[src/rtl/flush_redirect_ctrl_pkg.sv]
// -----------------------------------------------------------------------------
// flush_redirect_ctrl_pkg
//   Shared types and constants for the writeback-driven flush/redirect
//   sequencer: FSM state encoding, default counter sizing and the redirect
//   target selection rule.
// -----------------------------------------------------------------------------
package flush_redirect_ctrl_pkg;

  // Redirect sequencer states.
  typedef enum logic {
    FRC_IDLE  = 1'b0,
    FRC_REDIR = 1'b1
  } frc_state_e;

  // Default in-flight limit for instruction requests and the counter width
  // able to hold it (plus the one extra request that can land in an event
  // cycle).
  localparam int FRC_MAX_OUTSTANDING = 4;
  localparam int FRC_CNT_W           = 3;

  // An exception outranks ertn when both retire in the same cycle.
  function automatic logic [31:0] frc_target(input logic        exc,
                                             input logic [31:0] eentry,
                                             input logic [31:0] era);
    return exc ? eentry : era;
  endfunction

endpackage : flush_redirect_ctrl_pkg

[src/rtl/flush_redirect_ctrl_inst_outstanding_cnt.sv]
// -----------------------------------------------------------------------------
// inst_outstanding_cnt
//   Tracks instruction-fetch requests in flight and, on a flush event,
//   snapshots how many of them are stale so their responses can be dropped.
//
// Ports
//   clk            in   clock
//   resetn         in   synchronous active-low reset
//   event_i        in   flush event from writeback (exception or ertn)
//   req_hs_i       in   instruction request handshake
//   resp_hs_i      in   instruction response handshake
//   out_cnt_o      out  requests currently in flight
//   disc_cnt_o     out  stale responses still to be dropped
//   discard_resp_o out  the response of this cycle belongs to a pre-flush request
// -----------------------------------------------------------------------------
module inst_outstanding_cnt
  import flush_redirect_ctrl_pkg::*;
#(
  parameter int MAX_OUTSTANDING = FRC_MAX_OUTSTANDING,
  parameter int CNT_W           = FRC_CNT_W
) (
  input  logic             clk,
  input  logic             resetn,
  input  logic             event_i,
  input  logic             req_hs_i,
  input  logic             resp_hs_i,
  output logic [CNT_W-1:0] out_cnt_o,
  output logic [CNT_W-1:0] disc_cnt_o,
  output logic             discard_resp_o
);

  localparam logic [CNT_W-1:0] CNT_MAX = CNT_W'(MAX_OUTSTANDING);

  logic [CNT_W-1:0] out_cnt_q, out_cnt_d;
  logic [CNT_W-1:0] disc_cnt_q, disc_cnt_d;
  logic [CNT_W:0]   disc_load;

  always_comb begin
    // NOTE: every combinational output gets a default first so no path
    // through the block leaves it unassigned (which would infer a latch).
    out_cnt_d      = out_cnt_q;
    disc_cnt_d     = disc_cnt_q;
    disc_load      = '0;
    discard_resp_o = resp_hs_i & (disc_cnt_q != '0);

    // Simultaneous request and response cancel out; both ends saturate.
    if (req_hs_i && !resp_hs_i) begin
      if (out_cnt_q != CNT_MAX) out_cnt_d = out_cnt_q + 1'b1;
    end else if (resp_hs_i && !req_hs_i) begin
      if (out_cnt_q != '0) out_cnt_d = out_cnt_q - 1'b1;
    end

    // Everything in flight at the flush edge is stale, including a request
    // handshaked in the event cycle itself; a live response retiring in the
    // same cycle is no longer in flight.
    disc_load = {1'b0, out_cnt_q} + (CNT_W + 1)'(req_hs_i);
    if (resp_hs_i && !discard_resp_o && disc_load != '0) begin
      disc_load = disc_load - 1'b1;
    end

    if (event_i) begin
      disc_cnt_d = disc_load[CNT_W] ? '1 : disc_load[CNT_W-1:0];
    end else if (discard_resp_o) begin
      disc_cnt_d = disc_cnt_q - 1'b1;
    end
  end

  always_ff @(posedge clk) begin
    // NOTE: sequential state is updated with non-blocking assignments so every
    // flop samples the pre-edge values; reset is checked inside the clocked
    // block because it is synchronous.
    if (!resetn) begin
      out_cnt_q  <= '0;
      disc_cnt_q <= '0;
    end else begin
      out_cnt_q  <= out_cnt_d;
      disc_cnt_q <= disc_cnt_d;
    end
  end

  // A response with nothing in flight means the fetch interface broke
  // protocol; the counter simply holds at zero.
  always_ff @(posedge clk) begin
    if (resetn && resp_hs_i) begin
      assert (out_cnt_q != '0)
        else $error("inst_outstanding_cnt: response with no request in flight");
    end
  end

  assign out_cnt_o  = out_cnt_q;
  assign disc_cnt_o = disc_cnt_q;

endmodule : inst_outstanding_cnt

[src/rtl/flush_redirect_ctrl.sv]
// -----------------------------------------------------------------------------
// flush_redirect_ctrl
//   Writeback-driven pipeline flush/redirect sequencer. A WB exception or ertn
//   flushes IF/ID/EX/MEM in the same cycle, then a PC redirect (EENTRY or ERA)
//   is held toward pre-IF until it is accepted. Outstanding fetch requests are
//   tracked so responses to pre-flush requests can be discarded.
//
// Ports
//   clk            in   clock
//   resetn         in   synchronous active-low reset
//   wb_exc         in   WB exception (valid-qualified)
//   wb_ertn        in   WB ertn (valid-qualified)
//   csr_eentry     in   exception entry address
//   csr_era        in   exception return address
//   fetch_ready    in   pre-IF accepts the redirect this cycle
//   inst_req_hs    in   instruction request handshake
//   inst_resp_hs   in   instruction response handshake
//   flush_o        out  clear IF/ID/EX/MEM valid, block WB writes
//   redirect_valid out  redirect pending toward pre-IF
//   redirect_pc    out  redirect target
//   discard_resp   out  this cycle's response is stale
//   req_allow      out  pre-IF may issue a new instruction request
//   ctrl_busy      out  redirect pending or stale responses outstanding
// -----------------------------------------------------------------------------
module flush_redirect_ctrl
  import flush_redirect_ctrl_pkg::*;
#(
  parameter int MAX_OUTSTANDING = FRC_MAX_OUTSTANDING,
  parameter int CNT_W           = FRC_CNT_W
) (
  input  logic        clk,
  input  logic        resetn,
  input  logic        wb_exc,
  input  logic        wb_ertn,
  input  logic [31:0] csr_eentry,
  input  logic [31:0] csr_era,
  input  logic        fetch_ready,
  input  logic        inst_req_hs,
  input  logic        inst_resp_hs,
  output logic        flush_o,
  output logic        redirect_valid,
  output logic [31:0] redirect_pc,
  output logic        discard_resp,
  output logic        req_allow,
  output logic        ctrl_busy
);

  frc_state_e       state_q;
  logic [31:0]      redirect_pc_q;
  logic             flush_event;
  logic [CNT_W-1:0] out_cnt;
  logic [CNT_W-1:0] disc_cnt;

  assign flush_event = wb_exc | wb_ertn;

  // Redirect FSM. A new event while a redirect is pending replaces the target
  // and wins over a same-cycle fetch_ready, so the newest target is never lost.
  always_ff @(posedge clk) begin
    if (!resetn) begin
      state_q       <= FRC_IDLE;
      redirect_pc_q <= '0;
    end else begin
      unique case (state_q)
        FRC_IDLE: begin
          if (flush_event) begin
            state_q       <= FRC_REDIR;
            redirect_pc_q <= frc_target(wb_exc, csr_eentry, csr_era);
          end
        end
        FRC_REDIR: begin
          if (flush_event) begin
            redirect_pc_q <= frc_target(wb_exc, csr_eentry, csr_era);
          end else if (fetch_ready) begin
            state_q <= FRC_IDLE;
          end
        end
        default: state_q <= FRC_IDLE;
      endcase
    end
  end

  inst_outstanding_cnt #(
    .MAX_OUTSTANDING (MAX_OUTSTANDING),
    .CNT_W           (CNT_W)
  ) u_inst_outstanding_cnt (
    .clk            (clk),
    .resetn         (resetn),
    .event_i        (flush_event),
    .req_hs_i       (inst_req_hs),
    .resp_hs_i      (inst_resp_hs),
    .out_cnt_o      (out_cnt),
    .disc_cnt_o     (disc_cnt),
    .discard_resp_o (discard_resp)
  );

  // The event cycle flushes immediately; the flush then stays up while the
  // redirect is pending so nothing fetched on the old path can advance.
  assign flush_o        = flush_event | (state_q == FRC_REDIR);
  assign redirect_valid = (state_q == FRC_REDIR);
  assign redirect_pc    = redirect_pc_q;
  assign req_allow      = (out_cnt < CNT_W'(MAX_OUTSTANDING)) & ~flush_o;
  assign ctrl_busy      = (state_q != FRC_IDLE) | (disc_cnt != '0);

endmodule : flush_redirect_ctrl

[config.mk]
export PLATFORM = sky130hd
export DESIGN_NAME = flush_redirect_ctrl
export DESIGN_NICKNAME = d
export VERILOG_FILES = /design/src/rtl/flush_redirect_ctrl_pkg.sv /design/src/rtl/flush_redirect_ctrl_inst_outstanding_cnt.sv /design/src/rtl/flush_redirect_ctrl.sv
export SDC_FILE = /design/constraint.sdc
export NUM_CORES = 1
export LEC_CHECK = 0
export ABC_AREA = 1
export BUFFER_PORTS_ARGS = -buffer_cell sky130_fd_sc_hd__buf_2
export CORE_MARGIN = 1.5
export CORE_UTILIZATION = 40
export DETAILED_ROUTE_END_ITERATION = 6
export GPL_TIMING_DRIVEN = 1
export PLACE_DENSITY = 0.81
export SYNTH_ARGS = -nofsm -noshare
export SYNTH_HDL_FRONTEND = slang
export SYNTH_SLANG_ARGS = --single-unit
[constraint.sdc]
create_clock -name clk -period 4.47 [get_ports clk]
set_input_delay 0.6705 -clock clk [delete_from_list [all_inputs] [get_ports clk]]
set_output_delay 0.6705 -clock clk [all_outputs]
set_load 0.01 [all_outputs]
Word level (Yosys, flattened, before mapping)
Index checks and enable logic that the tools add are counted.
{"block": "classes", "bitwise": 7, "n_lt_le_gt_ge": 1, "n_reduce_logical": 14, "n_addsub": 5, "eq_ne": 2, "mux": 14}
{"cell": "$mux W32", "n": 2}
{"cell": "$mux W3", "n": 7}
{"cell": "$reduce_bool A2 Y1", "n": 3}
{"cell": "$reduce_bool A3 Y1", "n": 2}
{"cell": "$sub A3 B1 Y3 const B", "n": 2}
{"cell": "$add A3 B1 Y4", "n": 1}
{"cell": "$logic_and A1 B1 Y1", "n": 4}
{"cell": "$mux W4", "n": 1}
{"cell": "$reduce_bool A4 Y1", "n": 1}
{"cell": "$sub A4 B1 Y4 const B", "n": 1}
{"cell": "$add A3 B1 Y3 const B", "n": 1}
{"cell": "$logic_not A1 Y1", "n": 3}
{"cell": "$lt A3 B3 Y1 const B", "n": 1}
{"cell": "$mux W1", "n": 3}
{"cell": "$ne A3 B3 Y1 const B", "n": 1}
{"cell": "$or A1 B1 Y1", "n": 3}
{"cell": "$reduce_and A3 Y1", "n": 1}
{"cell": "$and A1 B1 Y1", "n": 2}
{"cell": "$ne A2 B2 Y1 const B", "n": 1}
{"cell": "$not A1 Y1", "n": 2}
{"cell": "$pmux W1 S2", "n": 1}
{"block": "word_totals", "out_inout_bits": 37, "regBits": 39, "word_cells": 47}

Longest topological paths before layout
{"block": "depth", "word_depth": 8, "depth_mapped": 13, "depth_no_buf": 13}

Modules after synthesis
Synthesis repeated with hierarchy kept, for this count alone.
{"block": "unflattened", "cells_unflattened": 417, "hier_area_um2": 2424.8}
{"mod": "flush_redirect_ctrl", "area_each_um2": 1801.7, "cells_each": 317, "instances": 1}
{"mod": "inst_outstanding_cnt", "area_each_um2": 623.1, "cells_each": 100, "instances": 1}

Worst setup path before layout
OpenSTA, ideal clock, no wires.
{"block": "synth_timing", "kind": "input-to-reg", "startpoint": "in inst_req_hs", "endpoint": "reg u_inst_outstanding_cnt.disc_cnt_q[2], in the netlist u_inst_outstanding_cnt.disc_cnt_o[2]", "required_ns": 4.404, "stages": 13, "path_slack_ns": 2.412, "arrival_ns": 1.992, "cell_sequence": "ha_1 -> ha_1 -> inv_1 -> ha_1 -> nand2_1 -> nor2_2 -> nor2_2 -> nand2_1 -> nand2_2 -> inv_2 -> nand2_1 -> nand2_1 -> a21oi_2"}
{"block": "synth_via", "elab_chain_len": 6, "word_cells_on_any_way": 7, "cone_classes": "2 x add/sub; 3 x mux; 2 x reduce/logical"}
{"item": "start, declared", "line": "flush_redirect_ctrl.sv:38", "text": "input logic inst_req_hs,"}
{"item": "$add A3 B1 Y4 (*)", "line": "flush_redirect_ctrl_inst_outstanding_cnt.sv:56", "text": "disc_load = {1'b0, out_cnt_q} + (CNT_W + 1)'(req_hs_i);"}
{"item": "branches (longest 2 deep; another with $sub A4 B1 Y4)"}
{"item": "$mux W4 (*)", "line": "flush_redirect_ctrl_inst_outstanding_cnt.sv:57", "text": "if (resp_hs_i && !discard_resp_o && disc_load != '0) begin"}
{"item": "$mux W3 (*)", "line": "flush_redirect_ctrl_inst_outstanding_cnt.sv:62", "text": "disc_cnt_d = disc_load[CNT_W] ? '1 : disc_load[CNT_W-1:0];"}
{"item": "$mux W3 (*)", "line": "flush_redirect_ctrl_inst_outstanding_cnt.sv:61", "text": "if (event_i) begin"}
{"item": "end signal, assigned", "line": "flush_redirect_ctrl_inst_outstanding_cnt.sv:77", "text": "disc_cnt_q <= disc_cnt_d;"}
{"item": "end, declared", "line": "flush_redirect_ctrl_inst_outstanding_cnt.sv:35", "text": "logic [CNT_W-1:0] disc_cnt_q, disc_cnt_d;"}
Every way passes the cells marked *.
A chain may end at the register's enable or synchronous reset.

Final worst setup path
{"block": "layout_timing", "startpoint": "in wb_exc", "endpoint": "reg u_inst_outstanding_cnt.disc_cnt_q[0], in the netlist u_inst_outstanding_cnt.disc_cnt_o[0]"}
{"block": "layout_via", "elab_chain_len": 2, "word_cells_on_any_way": 3, "cone_classes": "1 x mux; 1 x bitwise; 1 x reduce/logical"}
{"item": "start, declared", "line": "flush_redirect_ctrl.sv:33", "text": "input logic wb_exc,"}
{"item": "$or A1 B1 Y1 (*)", "line": "flush_redirect_ctrl.sv:54", "text": "assign flush_event = wb_exc | wb_ertn;"}
{"item": "$mux W3 / $reduce_bool A2 Y1 (equally long branches)"}
Mark *: on every way between the ends. The rest lies on a longest branch, timed or not.

==> run_results.csv <==
group,metric,value,unit
sta,setup_viol,0,
cts,cts-buffers-inserted,5,
critical_path,worst-endpoint-required,4.65,ns
drt,drc_errors,0,
yosys,postSynthCellCount,281,
yosys,synthesis.area,2000,um2
cells_and_area,finalNetCount,454,
drt,avgViaCountPerCell,4.87,
cells_and_area,final_cell_mix,"buf_2, nand2_1, dfxtp_1",
critical_path,criticalPathCategory,"primary input to flop",
placed_design,port-buffer-count,107,
sta,final-hold-violation-count,0,
min_path,hold_path_depth,2,
floorplanning,io_pins,108,
run_status,outcome,"finished clean",
drt,route.final.wire_length,5130,um
cts,cts_tree,"built",
drt,drtPass1Iterations,4,
cells_and_area,utilization,0.559,
critical_path,timing.critical_path.to_type,"flop",
critical_path,crit_fanout,71,
cells_and_area,multiInputGateArea,1040,um2
yosys,synth_area_per_cell,7.10,um2
sta,setup-tns-final,0,ns
pwr,pnr_total_power,0.997,mW
cts,worstSkewPairLatency,0.29,ns
cells_and_area,drive_gt1_frac,0.352,
job,drv_cap,0,
yosys,postSynthNetCount,358,
yosys,yosysSeqAreaShare,0.391,
pwr,power.leakage,1.34,nW
sta,timing.final.crit_share,0.529,
grt,globalRouteTotalUtil,0.204,
yosys,synth_warnings,0,
drt,antenna_violating_nets_left,0,
min_path,hp-class,"flop to flop",
critical_path,reg2reg_from,"u_inst_outstanding_cnt.out_cnt_o[0]",
cts,root_driver,"clkbuf_8",
grt,global_route_wire_length_before_repair,8510,um
critical_path,timing.critical_path.arrival,2.55,ns
cts,post_cts.repair.setup_buffers,0,
grt,grt_antenna_before_repair,0,
floorplanning,design.die.area,5420,um2
min_path,min_delay_worst_endpoint,"u_inst_outstanding_cnt.disc_cnt_o[0]",
critical_path,reg2reg_slack,2.44,ns
cts,total_of_cells_resized_after_clock_tree_synthesis,0,
cells_and_area,ff_latch_area,781,um2
min_path,hold_start,"u_inst_outstanding_cnt.disc_cnt_o[0]",
critical_path,worst_setup_path_start_kind,"primary input",
floorplanning,fp.dieW,73.6,um
sta,timing.fmax,0.423,GHz
cells_and_area,mostFrequentLayoutCell,"buf_2",
cells_and_area,filler_cell_count,454,
cts,clkSlewWorstSetupHoldPaths,0.07,ns
yosys,synth.ff_latch_count,39,
cts,holdBufCountCts,0,
placed_design,globalplace.congestion,0.770,
floorplanning,floorplan.die.height,73.6,um
cells_and_area,diodes,0,
sta,report.final.slew_viol_count,0,
pwr,power_density,375,nW/um2
grt,grt-ovfl-total,0,
critical_path,crit-reg2reg-capture,"u_inst_outstanding_cnt.disc_cnt_o[2]",
cells_and_area,area.growth.synth_to_final,33.2,%
cts,clockBufferDepth,2,
floorplanning,placeableCoreArea,4750,um2
yosys,yosysUniqueCellTypes,25,
sta,min_clock_period_post_route,2.37,ns
cts,htree_num_levels,2,
drt,num_vias,2169,
sta,unrepaired_setup_endpoints_after_global_routing,"no",
grt,pin_count_of_the_biggest_net_entering_global_routing,72,
grt,first_global_vias,1921,
cts,clkSinkCount,39,
sta,fin_skew,0.00118,ns
floorplanning,num_rows,25,
sta,worstMarginPinSlew,1.04,ns
floorplanning,starting_density,0.420,
drt,wl_per_cell,11.5,um
pwr,worst_ir_drop_vdd,212,uV
critical_path,r2r.worst_path.cells,12,
sta,slew_headroom,0.308,
drt,drt_first_iter_violations,82,
placed_design,dp_hpwl,3700,um
## worst max-delay path by stage
stage	start	end	slack [ns]	depth (start not counted)
finish	wb_exc	u_inst_outstanding_cnt.disc_cnt_o[0]	2.10	6
CTS	wb_exc	u_inst_outstanding_cnt.disc_cnt_o[0]	2.16	6
floorplan	inst_req_hs	u_inst_outstanding_cnt.disc_cnt_o[2]	2.41	13
global placement	wb_exc	u_inst_outstanding_cnt.disc_cnt_o[0]	1.93	6
detailed placement	wb_exc	u_inst_outstanding_cnt.disc_cnt_o[0]	1.84	6
global route	wb_exc	u_inst_outstanding_cnt.disc_cnt_o[0]	1.92	6
## routing by layer
layer | GRT usage | up-vias | routed length, um
li1 | - | 1136 | -
met5 | 0 | - | 0
met1 | 0.257 | 942 | 2330
met3 | 0.0631 | 7 | 370
met4 | 0.0720 | 0 | 74
met2 | 0.327 | 84 | 2360
## logic make-up (layout without fill, tap and decap cells)
kind of cell / count (synthesis) / in the layout / synth area share
compound gates: 81 / 81 / 0.230
xor+xnor: 2 / 2 / 0.00878
fa+ha+maj: 6 / 6 / 0.0414
buf+inv: 40 / 137 / 0.0859
flops: 39 / 39 / 0.391
simple gates: 113 / 113 / 0.243
## critical path: stages
cell	delay (ns)
buf_2	0.49
nor2_4	0.10
inv_2	0.75
nand3_1	0.19
o21bai_1	0.20
a21oi_1	0.08
## where the power goes
group          internal, mW  switching [mW]  total, mW
logic                 0.106           0.143      0.248
registers             0.380          0.0233      0.404
clock network         0.223           0.122      0.345
total                 0.709           0.288      0.997
## flip-flops by register name, summed over array words and instances (netlist names)
signal,cells
redirect_valid,1
redirect_pc,32
u_inst_outstanding_cnt.out_cnt_o,3
u_inst_outstanding_cnt.disc_cnt_o,3
## metrics by stage
stage / worst slack [ns] / cells / hold slack, ns / instance area, um2
floorplan: 2.41 / 281 / 0.459 / 2000
global placement: 1.93 / 437 / 0.476 / 2530
detailed placement: 1.84 / 437 / 0.479 / 2530
CTS: 2.16 / 445 / 0.488 / 2660
global route: 1.92 / 445 / 0.527 / 2660
finish: 2.10 / 445 / 0.487 / 2660
## cell usage after synthesis (all sizes together)
library cell   n  area [um2]
a21oi          6        33.8
dfxtp         39         781
o21ai         39         195
nor2          12        65.1
ha             5        62.6
inv           21        78.8
buf           10        58.8
clkbuf         8        30.0
a31oi         32         200
fa             1        20.0
clkinv         1        3.75
xnor2          2        17.5
o31ai          2        15.0
nand3         12        70.1
nand2         89         349
o21bai         2        15.0
## final cells by class
class	instances	share of cell area
clock buffers	6	0.0273
clock inverters	2	0.0226
inverters	22	0.0311
multi-input cells	202	0.392
flip-flops and latches	39	0.294
well taps	67	0.0315
repair buffers	107	0.201
Note: power is estimated with default switching activity, not from simulation.
